## src/rtl/divide_unit_pkg.sv

```systemverilog
// Shared ALU definitions for the sequential divider: default width, FSM
// encoding and the divide-by-zero quotient fill bit.
package divide_unit_pkg;

  localparam int DIV_WIDTH = 8;

  // Every quotient bit is set when the divisor is zero.
  localparam logic DIV0_QUOT_BIT = 1'b1;

  typedef enum logic [1:0] {
    ST_IDLE   = 2'b00,
    ST_CALC   = 2'b01,
    ST_FINISH = 2'b10
  } div_state_e;

endpackage

```

## src/rtl/div_step.sv

```systemverilog
// One restoring-division step: trial-subtract the divisor from the shifted
// partial remainder with a full-adder ripple chain, restore on borrow.
module div_step
  import divide_unit_pkg::*;
#(
  parameter int WIDTH = DIV_WIDTH
) (
  input  logic [WIDTH:0]   rem_sh,
  input  logic [WIDTH-1:0] divisor,
  output logic [WIDTH-1:0] rem_next,
  output logic             qbit
);

  logic [WIDTH:0]   carry;
  logic [WIDTH-1:0] diff;

  assign carry[0] = 1'b1;

  for (genvar i = 0; i < WIDTH; i++) begin : g_fa
    full_adder u_fa (
      .a  (rem_sh[i]),
      .b  (~divisor[i]),
      .ci (carry[i]),
      .s  (diff[i]),
      .co (carry[i+1])
    );
  end

  // The top trial bit is rem_sh[WIDTH] + 1 + carry; it stays non-negative
  // when either the shifted-in MSB or the low-part carry covers the borrow.
  assign qbit     = rem_sh[WIDTH] | carry[WIDTH];
  assign rem_next = qbit ? diff : rem_sh[WIDTH-1:0];

endmodule

```

## src/rtl/full_adder.sv

```systemverilog
// One-bit full adder cell shared by the ALU ripple arithmetic.
module full_adder (
  input  logic a,
  input  logic b,
  input  logic ci,
  output logic s,
  output logic co
);

  assign s  = a ^ b ^ ci;
  assign co = (a & b) | (a & ci) | (b & ci);

endmodule

```

## src/rtl/divide_unit.sv

```systemverilog
// Sequential unsigned restoring divider with start/busy/done handshake;
// one quotient bit per CALC cycle, MSB first.
module divide_unit
  import divide_unit_pkg::*;
#(
  parameter int WIDTH = DIV_WIDTH
) (
  input  logic             clk,
  input  logic             reset_n,
  input  logic             start,
  input  logic [WIDTH-1:0] data1,
  input  logic [WIDTH-1:0] data2,
  output logic [WIDTH-1:0] quotient,
  output logic [WIDTH-1:0] remainder,
  output logic             busy,
  output logic             done,
  output logic             div_zero
);

  localparam int CNT_W = $clog2(WIDTH) + 1;
  localparam logic [CNT_W-1:0] LAST = CNT_W'(WIDTH - 1);

  div_state_e       state_q, state_d;
  logic [CNT_W-1:0] cnt_q;
  logic [WIDTH-1:0] a_q, q_q, d_q;
  logic             busy_d, done_d, accept;

  logic [WIDTH:0]   rem_sh;
  logic [WIDTH-1:0] rem_next, q_next;
  logic             qbit;

  // A's top bit is always zero between steps (remainder < divisor), so only
  // the low WIDTH bits are stored; the shift supplies the WIDTH+1-bit view.
  assign rem_sh = {a_q, q_q[WIDTH-1]};
  assign q_next = {q_q[WIDTH-2:0], qbit};

  div_step #(.WIDTH(WIDTH)) u_step (
    .rem_sh   (rem_sh),
    .divisor  (d_q),
    .rem_next (rem_next),
    .qbit     (qbit)
  );

  always_comb begin
    state_d = state_q;
    busy_d  = 1'b0;
    done_d  = 1'b0;
    accept  = 1'b0;
    case (state_q)
      ST_CALC: begin
        if (cnt_q == LAST) begin
          state_d = ST_FINISH;
          done_d  = 1'b1;
        end else begin
          busy_d = 1'b1;
        end
      end
      default: begin
        state_d = ST_IDLE;
        if (start) begin
          accept = 1'b1;
          if (data2 == '0) begin
            state_d = ST_FINISH;
            done_d  = 1'b1;
          end else begin
            state_d = ST_CALC;
            busy_d  = 1'b1;
          end
        end
      end
    endcase
  end

  always_ff @(posedge clk or negedge reset_n) begin
    if (!reset_n) begin
      state_q   <= ST_IDLE;
      cnt_q     <= '0;
      a_q       <= '0;
      q_q       <= '0;
      d_q       <= '0;
      busy      <= 1'b0;
      done      <= 1'b0;
      div_zero  <= 1'b0;
      quotient  <= '0;
      remainder <= '0;
    end else begin
      state_q <= state_d;
      busy    <= busy_d;
      done    <= done_d;
      if (accept) begin
        q_q      <= data1;
        d_q      <= data2;
        a_q      <= '0;
        cnt_q    <= '0;
        div_zero <= 1'b0;
        if (data2 == '0) begin
          quotient  <= {WIDTH{DIV0_QUOT_BIT}};
          remainder <= data1;
          div_zero  <= 1'b1;
        end
      end else if (state_q == ST_CALC) begin
        a_q   <= rem_next;
        q_q   <= q_next;
        cnt_q <= cnt_q + 1'b1;
        if (cnt_q == LAST) begin
          quotient  <= q_next;
          remainder <= rem_next;
        end
      end
    end
  end

endmodule

```

## config.mk

```make
export PLATFORM = sky130hd
export DESIGN_NAME = divide_unit
export DESIGN_NICKNAME = d
export VERILOG_FILES = /design/src/rtl/divide_unit_pkg.sv /design/src/rtl/div_step.sv /design/src/rtl/full_adder.sv /design/src/rtl/divide_unit.sv
export SDC_FILE = /design/constraint.sdc
export NUM_CORES = 1
export LEC_CHECK = 0
export BUFFER_PORTS_ARGS = -buffer_cell sky130_fd_sc_hd__buf_2
export CAP_MARGIN = 5
export CORE_MARGIN = 5
export CORE_UTILIZATION = 35
export DETAILED_ROUTE_END_ITERATION = 8
export GPL_ROUTABILITY_DRIVEN = 0
export HOLD_SLACK_MARGIN = 0.15
export PLACE_DENSITY_LB_ADDON = 0.25
export SLEW_MARGIN = 20
export SYNTH_ARGS = -nofsm -noshare
export SYNTH_HDL_FRONTEND = slang
export SYNTH_SLANG_ARGS = --single-unit
```

## constraint.sdc

```tcl
create_clock -name clk -period 6.75 [get_ports clk]
set_input_delay 0.675 -clock clk [delete_from_list [all_inputs] [get_ports clk]]
set_output_delay 0.675 -clock clk [all_outputs]
set_load 0.005 [all_outputs]
```

==> metrics.txt, run 1 <==
cell leakage power 1.21 nW; number of enable-type register cells in the synthesized netlist 0; highest cell delay on the worst timing path 0.81 ns; path type of the worst setup path reg -> reg; total power density per cell area 497 nW/um^2; vias in the first global route 1688; setup repair after global routing missed its margin false; most used cell along the critical path fa_1; post-CTS clock slew at the launch and capture registers of the worst setup and hold paths 0.09 ns; clk buf depth 2; Total Neg Setup Slack 0 ns; top-level I/O count 38; first-pass iteration count of the detailed router 4; worst path arrival time 5.57 ns; dpl cells 320; most used flip-flop cell after synthesis dfrtp_1; Final min period 5.38 ns; width of the chip 93.0 um; via count of the routed design 1617; area of the core 6760 um^2; post-CTS setup-driven buffer insertion count 0; flip-flop and latch count after synthesis 49; fraction of power spent switching nets 0.381; clock tree root driver cell clkbuf_8; Layout Cells excl Fill 328; Seq pwr share 0.374; synth warn 0; master of the slowest instance on the critical path nor2_1; number of instances in the synthesized netlist 215; type of origin of the critical path flip-flop; Post-Syn Nets 243; Net Switching 0.521 mW; maximum level of the CTS H-tree 2; post-synthesis to final-layout area growth 14.3%; post-detailed-route count of antenna-violating nets 0; setup slack at placement 1.40 ns; largest net degree at the start of global routing 50; combined area of all synthesized cells 2410 um^2; antenna violations before repair 0; clk sink count 49; final max-slew violation count 0; final worst-path cycle share 0.797; DR vias/cell 4.93; timing-limited maximum frequency 186 MHz; IO Port Bufs 37; endpoints failing setup 0; Pint 0.848 mW; total die area 8640 um^2; crit path capture type flip-flop; fraction of layout instances using a drive strength above 1 0.234; Hold Violations, Final 0; final worst setup slack 1.37 ns; setup skew after layout 0.00793 ns; detailed-placement wirelength estimate 3.50 mm; Die Y 93.0 um; insertion delay to the later sink of the worst-skew pair 0.30 ns; Remaining Overflow, GRT 0; Max rail drop VDD 0.239 mV; actual slew at the worst max-slew pin 1.04 ns; number of hold buffers added after CTS 0; sequential element share of the synthesized area 0.509; Gates resized, CTS repair 0; Avg Synthesized Cell Area 11.2 um^2; outcome complete, no violations; highest fanout seen on the critical path 11; WL per Instance 15.3 um; Combinational Power Share 0.463; initial core utilization 0.356; clock share of power 0.163; Max-Cap Viols 0; antenna cell count 0; Iteration-0 DRC Markers 110; number of DRC violations after detailed routing 0; proportion of synthesized flip-flops having asynchronous set or reset 1.00; clock tree from TritonCTS done; GRT Resource Usage Total 0.127; number of nets in the layout 275; cell-by-cell trace of the critical path inv_1 > ha_1 > inv_1 > fa_1 > fa_1 > fa_1 > fa_1 > fa_1 > fa_1 > fa_1 > nor2_1 > mux2i_1 > mux2_2 > mux2_1; total power of the final layout 1.37 mW; CTS buffer count 5; worst hold path type in -> async; worst-case headroom to the max-slew limit 0.302; library cells used by synthesis 31; global-route wire length before repair 8.56 mm; data required time of the critical path 6.94 ns; aggregate routed wire length 5.02 mm; number of core rows 30
-- power by group through the flow --
| stage | logic [mW] | clock network, mW | registers (mW) |
|---|---|---|---|
| floorplan | 0.468 | 0 | 0.508 |
| global placement | 0.627 | 0 | 0.517 |
| detailed placement | 0.645 | 0 | 0.520 |
| CTS | 0.649 | 0.228 | 0.514 |
| global route | 0.733 | 0.242 | 0.534 |
| finish | 0.633 | 0.223 | 0.513 |
-- layer usage --
layer | GRT usage | part of all wire | routed length, um | vias to the layer above
met5 | 0 | 0 | 0 | -
met4 | 0.0330 | 0.011 | 57 | 0
met3 | 0.0292 | 0.037 | 184 | 5
met2 | 0.195 | 0.46 | 2310 | 28
met1 | 0.180 | 0.49 | 2460 | 780
li1 | - | - | - | 804
-- placed cells by master, fill, tap and decap left out, types with 2 or more instances in the layout --
cell type / count
a21o_1: 3
a21oi_1: 7
buf_2: 37
buf_4: 2
clkbuf_8: 6
dfrtp_1: 49
fa_1: 7
ha_1: 2
inv_1: 9
mux2_1: 4
mux2_2: 6
mux2i_1: 15
nand2_1: 21
nand3_1: 3
nand3b_1: 14
nor2_1: 3
nor2b_1: 2
nor3b_1: 7
o21a_1: 8
o21ai_0: 30
or4_4: 2
-- per-stage QoR --
stage,area [um^2],hold slack (ns),util
after detailed placement,2630,0.474,0.390
after CTS,2750,0.486,0.407
after floorplan,2410,0.379,-
after global placement,2630,0.466,0.390
after global routing,2750,0.514,0.407
final,2750,0.461,0.407
-- flip-flops by register name (all words and copies together), names as in the netlist --
signal and cells:
a_q 8, busy 1, cnt_q 4, d_q 8
div_zero 1, done 1, q_q 8, quotient 8
remainder 8, state_q 2
-- Yosys cell counts, types with 3 or more instances --
cell / n / area share
dfrtp_1: 49 / 0.51
o21ai_0: 30 / 0.062
nand2_1: 21 / 0.033
mux2i_1: 15 / 0.062
nand3b_1: 14 / 0.044
inv_1: 9 / 0.014
clkbuf_1: 8 / 0.012
o21a_1: 8 / 0.025
a21oi_1: 7 / 0.015
fa_1: 7 / 0.058
nor3b_1: 7 / 0.022
mux2_2: 6 / 0.028
buf_2: 4 / 0.0083
mux2_1: 4 / 0.019
a21o_1: 3 / 0.0093
nand3_1: 3 / 0.0062
nor2_1: 3 / 0.0047
-- worst paths after layout --
kind	endpoint	start	cells past startpoint	slack, ns
worst max-delay path	remainder[0]	q_q[7]	14	1.37
worst max register to register	remainder[0]	q_q[7]	14	1.37
min in group clk	quotient[3]	quotient[3]	1	0.49
worst min-delay path	quotient[3]	reset_n	2	0.46
max in group asynchronous	remainder[6]	reset_n	2	5.87
worst min register to register	quotient[3]	quotient[3]	1	0.49
-- logic make-up (layout without fill, tap and decap cells) --
| kind of cell | Yosys count | count (layout) | share of synthesized area |
|---|---|---|---|
| XOR/XNOR | 1 | 1 | 0.00364 |
| flip-flops | 49 | 49 | 0.509 |
| AND/OR/NAND/NOR | 57 | 57 | 0.140 |
| AO/OA/AOI/OAI | 50 | 50 | 0.117 |
| buffers and inverters | 23 | 56 | 0.0457 |
| adder cells (fa/ha/maj) | 9 | 9 | 0.0686 |
| multiplexers | 26 | 26 | 0.115 |
-- critical path: cells and delay by family, from the launching register on --
family | cells | cell delay (ns)
adder cells (fa/ha/maj) | 8 | 3.13
AND/OR/NAND/NOR | 1 | 0.81
multiplexers | 3 | 0.81
flip-flops | 1 | 0.39
buffers and inverters | 2 | 0.13
-- layout make-up --
cell class	instances	area (um^2)
Multi-Input combinational cell	143	1070
Sequential cell	49	1230
Fill cell	674	4000
Tap cell	80	100
Inverter	9	33.8
Timing Repair Buffer	39	200
Clock inverter	2	37.5
Clock buffer	6	82.6
Power figures use the tool's default switching activity.
==> inputs of run 2 (changes only) <==
==> constraint.sdc (replaced) <==
create_clock -name clk -period 5.14 [get_ports clk]
set_input_delay 0.514 -clock clk [delete_from_list [all_inputs] [get_ports clk]]
set_output_delay 0.514 -clock clk [all_outputs]
set_load 0.005 [all_outputs]
==> metrics.txt, run 2 (synthesized netlist as in run 1, its figures left out) <==
antenna violations before repair 0 (unchanged); global-route wire length before repair 8.61 mm (+0.64%); Remaining Overflow, GRT 0 (unchanged); Gates resized, CTS repair 0 (unchanged); met3 Resource Use GR 0.0309 (+0.00162); timing-limited maximum frequency 207 MHz (+11%); global-route met2 utilization 0.190 (-0.00480); worst path arrival time 5.02 ns (-0.55 ns); worst-case headroom to the max-slew limit 0.494 (+0.192); actual slew at the worst max-slew pin 0.759 ns (-0.284 ns); crit path capture type flip-flop; total die area 8640 um^2 (unchanged); Iteration-0 DRC Markers 78 (-29%); aggregate routed wire length 5.03 mm (+0.24%); post-CTS clock slew at the launch and capture registers of the worst setup and hold paths 0.10 ns (about the same); final design instance area without fill 2760 um^2 (+0.27%); GRT Resource Usage Total 0.127 (-0.000172); GR Layer Usage met1 0.184 (+0.00414); top-level I/O count 38 (unchanged); final worst setup slack 0.312 ns (-1.06 ns); number of hold buffers added after CTS 0 (unchanged); most used cell along the critical path fa_1; cell leakage power 1.21 nW (+0.42%); worst hold path type in -> async; path type of the worst setup path reg -> reg; Register-to-Register Setup Slack 0.31 ns (-1.06 ns); via count of the routed design 1651 (+2.1%); final worst-path cycle share 0.939 (+0.142); setup skew after layout 0.0104 ns (+0.00243 ns); initial core utilization 0.356 (unchanged); Die Y 93.0 um (unchanged); top cell family by delay on the critical path adder cells; final max-slew violation count 0 (unchanged); highest fanout seen on the critical path 10 (-1); endpoints failing setup 0 (unchanged); number of core rows 30 (unchanged); Max rail drop VDD 0.259 mV (+8.7%); Worst setup startpoint q_q[7]; cell-by-cell trace of the critical path inv_1 > ha_1 > inv_1 > fa_1 > fa_1 > fa_1 > fa_1 > fa_1 > fa_1 > fa_1 > nor2_1 > buf_4 > mux2i_1 > a21oi_1 > mux2_1; worst reg-to-reg path cell count 15 (+1); post-CTS setup-driven buffer insertion count 0 (unchanged); maximum level of the CTS H-tree 2 (unchanged); width of the chip 93.0 um (unchanged); vias in the first global route 1616 (-4.3%); sum of buffers and inverters on the critical path 3 (+1); number of DRC violations after detailed routing 0 (unchanged); setup repair after global routing missed its margin false; most common cell after layout, fill and taps aside dfrtp_1; post-placement cell area 2640 um^2 (+0.29%); Worst R2R End remainder[1]; setup slack at placement 0.305 ns (-1.10 ns); Final min period 4.83 ns (-0.551 ns); most frequent cells in the layout dfrtp_1, buf_2, o21ai_0; CTS buffer count 5 (unchanged); DR vias/cell 5.02 (+1.8%); clk sink count 49 (unchanged); post-detailed-route count of antenna-violating nets 0 (unchanged); insertion delay to the later sink of the worst-skew pair 0.30 ns (about the same); master of the slowest instance on the critical path fa_1; first-pass iteration count of the detailed router 4 (unchanged); clock tree from TritonCTS done; Max-Cap Viols 0 (unchanged); area of the core 6760 um^2 (unchanged); type of origin of the critical path flip-flop; post-synthesis to final-layout area growth 14.6%; largest net degree at the start of global routing 50 (unchanged); fraction of layout instances using a drive strength above 1 0.237 (+0.00308); IO Port Bufs 37 (unchanged); outcome complete, no violations; total power density per cell area 649 nW/um^2 (+31%); antenna cell count 0 (unchanged); worst setup path endpoint remainder[1]; detailed-placement wirelength estimate 3.54 mm (+1.1%); Hold Violations, Final 0 (unchanged); global route hottest layer met2; Total Neg Setup Slack 0 ns (unchanged); Worst path depth 15 (+1); number of nets in the layout 276 (+0.36%); highest cell delay on the worst timing path 0.43 ns (-0.38 ns); WL per Instance 15.3 um (about the same); startpoint of the lowest-slack register-to-register path q_q[7]; clock tree root driver cell clkbuf_8; data required time of the critical path 5.33 ns (-1.61 ns); clk buf depth 2 (unchanged)
-- run 2: changes by cell type in the layout (fill, tap and decap cells not counted), sizes merged --
cell / delta
buf: +1
-- run 2: report_power, final --
part	total [mW]	switching (mW)	internal, mW
logic	0.828	0.438	0.390
clock network	0.287	0.129	0.158
registers	0.676	0.107	0.569
total	1.79	0.674	1.12
-- run 2: worst register-to-register path, stage by stage, from the launching register on --
cell and delay [ns]:
dfrtp_1 0.39, inv_1 0.07, ha_1 0.13, inv_1 0.05, fa_1 0.41, fa_1 0.42
fa_1 0.42, fa_1 0.43, fa_1 0.43, fa_1 0.43, fa_1 0.43, nor2_1 0.16
buf_4 0.23, mux2i_1 0.31, a21oi_1 0.10, mux2_1 0.31
-- run 2: final cells by class --
type,instances,area [um^2]
clock buffer,6,82.6
clock inverter,2,37.5
fill,672,4000
inverter,9,33.8
multi-input combinational,143,1070
sequential,49,1230
tap,80,100
timing repair buffer,40,208
-- run 2: how the worst min path moves through the flow --
stage / cells after the start / start / slack (ns) / endpoint
2_1_floorplan: 0 / reset_n / 0.22 / a_q[0]
3_5_place_dp: 1 / remainder[1] / 0.47 / remainder[1]
6_report: 2 / reset_n / 0.29 / quotient[3]
3_3_place_gp: 1 / remainder[0] / 0.46 / remainder[0]
5_1_grt: 2 / reset_n / 0.35 / quotient[3]
4_1_cts: 2 / reset_n / 0.32 / done
-- run 2: per-layer routing --
metal / vias up / routed length (um)
met3: 6 / 199
met1: 809 / 2390
li1: 805 / -
met4: 0 / 42
met2: 31 / 2400
met5: - / 0
-- run 2: metrics by stage --
| stage | utilization | total power [mW] | std cells | hold WS, ns |
|---|---|---|---|---|
| 6_report | 0.409 | 1.79 | 329 | 0.285 |
| 5_1_grt | 0.409 | 1.99 | 329 | 0.347 |
| 4_1_cts | 0.409 | 1.83 | 329 | 0.324 |
| 3_5_place_dp | 0.391 | 1.54 | 321 | 0.469 |
| 3_3_place_gp | 0.391 | 1.52 | 321 | 0.464 |
| 2_1_floorplan | - | 1.28 | 215 | 0.218 |
==> inputs of run 3 (changes only) <==
--- a/config.mk
+++ b/config.mk
@@ -11,6 +11,7 @@
 export CORE_UTILIZATION = 35
 export DETAILED_ROUTE_END_ITERATION = 8
 export GPL_ROUTABILITY_DRIVEN = 0
+export GPL_TIMING_DRIVEN = 0
 export HOLD_SLACK_MARGIN = 0.15
 export PLACE_DENSITY_LB_ADDON = 0.25
 export SLEW_MARGIN = 20
==> metrics.txt, run 3 (synthesized netlist as in run 1, its figures left out) <==
fraction of layout instances using a drive strength above 1 0.243 (+0.00630); clock tree from TritonCTS done; largest net degree at the start of global routing 50 (unchanged); endpoints failing setup 0 (unchanged); number of DRC violations after detailed routing 0 (unchanged); vias in the first global route 1698 (+5.1%); number of nets in the layout 286 (+3.6%); first-pass iteration count of the detailed router 4 (unchanged); fraction of power spent switching nets 0.384 (+0.00718); DR vias/cell 4.96 (-1.2%); clk sink count 49 (unchanged); most frequent cells in the layout dfrtp_1, buf_2, o21ai_0; number of core rows 30 (unchanged); area of the core 6760 um^2 (unchanged); Max-Cap Viols 0 (unchanged); total power density per cell area 650 nW/um^2 (+0.15%); GRT Resource Usage Total 0.123 (-0.00312); post-CTS setup-driven buffer insertion count 0 (unchanged); insertion delay to the later sink of the worst-skew pair 0.31 ns (about the same); Remaining Overflow, GRT 0 (unchanged); setup skew after layout 0.0126 ns (+0.00222 ns); type of origin of the critical path flip-flop; setup repair after global routing missed its margin false; Total Neg Setup Slack 0 ns (unchanged); width of the chip 93.0 um (unchanged); post-CTS clock slew at the launch and capture registers of the worst setup and hold paths 0.10 ns (about the same); Final min period 4.84 ns (+0.0124 ns); WL per Instance 15.0 um (-1.9%); top-level I/O count 38 (unchanged); final worst-path cycle share 0.942 (+0.00240); clock share of power 0.153 (-0.007); initial core utilization 0.356 (unchanged); Hold Violations, Final 0 (unchanged); Pint 1.13 mW (+1.1%); worst hold path type in -> async; Net Switching 0.703 mW (+4.2%); via count of the routed design 1681 (+1.8%); Iteration-0 DRC Markers 80 (+2.6%); Layout Cells excl Fill 339 (+3.0%); global-route wire length before repair 8.42 mm (-2.2%); Die Y 93.0 um (unchanged); clk buf depth 2 (unchanged); clock tree root driver cell clkbuf_8; Seq pwr share 0.368 (-0.009); Gates resized, CTS repair 0 (unchanged); actual slew at the worst max-slew pin 0.634 ns (-0.126 ns); post-synthesis to final-layout area growth 17.0%; Max rail drop VDD 0.429 mV (+65%); timing-limited maximum frequency 207 MHz (-0.26%); IO Port Bufs 36 (-2.7%); path type of the worst setup path reg -> reg; worst path arrival time 5.02 ns (about the same); most common cell after layout, fill and taps aside dfrtp_1; antenna violations before repair 0 (unchanged); final max-slew violation count 0 (unchanged); data required time of the critical path 5.32 ns (about the same); worst-case headroom to the max-slew limit 0.578 (+0.0839); crit path capture type flip-flop; CTS buffer count 5 (unchanged); Combinational Power Share 0.479 (+0.017); cell leakage power 1.24 nW (+1.8%); post-detailed-route count of antenna-violating nets 0 (unchanged); detailed-placement wirelength estimate 3.74 mm (+5.7%); aggregate routed wire length 5.08 mm (+1.0%); number of hold buffers added after CTS 0 (unchanged); total die area 8640 um^2 (unchanged); worst reg-to-reg path cell count 15 (unchanged); maximum level of the CTS H-tree 2 (unchanged); antenna cell count 0 (unchanged); outcome complete, no violations; highest fanout seen on the critical path 10 (unchanged); dpl cells 331 (+3.1%)
[run 3: cell types whose count changed in the layout (fill, tap and decap cells not counted), sizes merged]
cell    delta
buf        +2
clkbuf     +7
clkinv     +1
[run 3: layer usage]
layer  global-route usage  wire (um)  share of wire
met1                0.168       2470           0.49
met2                0.196       2350           0.46
met3               0.0284        205          0.040
met4               0.0391         55          0.011
met5                    0          0              0
[run 3: worst max-delay path, stage by stage, from the launching register on]
cell and delay [ns]:
dfrtp_1 0.39, inv_1 0.07, ha_1 0.14, inv_1 0.05
fa_1 0.41, fa_1 0.43, fa_1 0.43, fa_1 0.43
fa_1 0.43, fa_1 0.45, fa_1 0.46, nor2_2 0.18
buf_6 0.19, mux2i_1 0.27, a21oi_1 0.10, mux2_1 0.30
[run 3: power groups by stage]
stage          Sequential (mW)  Clock [mW]  Combinational, mW
2_1_floorplan            0.667           0              0.615
3_3_place_gp             0.677           0              0.851
3_5_place_dp             0.682           0              0.868
4_1_cts                  0.675       0.290              0.868
5_1_grt                  0.698       0.304               1.01
6_report                 0.675       0.280              0.877
[run 3: path summary, 6_finish.rpt]
kind,start,end,slack (ns)
max in group asynchronous,reset_n,a_q[6],4.49
worst max register to register,q_q[7],remainder[5],0.30
worst min-delay path,reset_n,quotient[5],0.20
worst max-delay path,q_q[7],remainder[5],0.30
worst min register to register,remainder[0],remainder[0],0.49
min in group clk,data2[1],d_q[1],0.44
[run 3: per-stage QoR]
step | utilization | hold slack, ns | instance area [um^2] | power (mW) | worst slack, ns
floorplan | - | 0.218 | 2410 | 1.28 | 0.522
global placement | 0.398 | 0.466 | 2690 | 1.53 | 0.188
detailed placement | 0.398 | 0.475 | 2690 | 1.55 | 0.151
CTS | 0.415 | 0.226 | 2810 | 1.83 | 0.0994
global route | 0.417 | 0.251 | 2820 | 2.01 | 0.0535
finish | 0.417 | 0.202 | 2820 | 1.83 | 0.300
[run 3: area by class of cell]
cell class,count,area (um^2)
plain buffers,14,82.6
clock buffers,5,68.8
clock inverters,3,46.3
fillers,660,3940
inverters,9,33.8
multi-input cells,143,1080
flip-flops and latches,49,1230
well taps,80,100
repair buffers,36,183
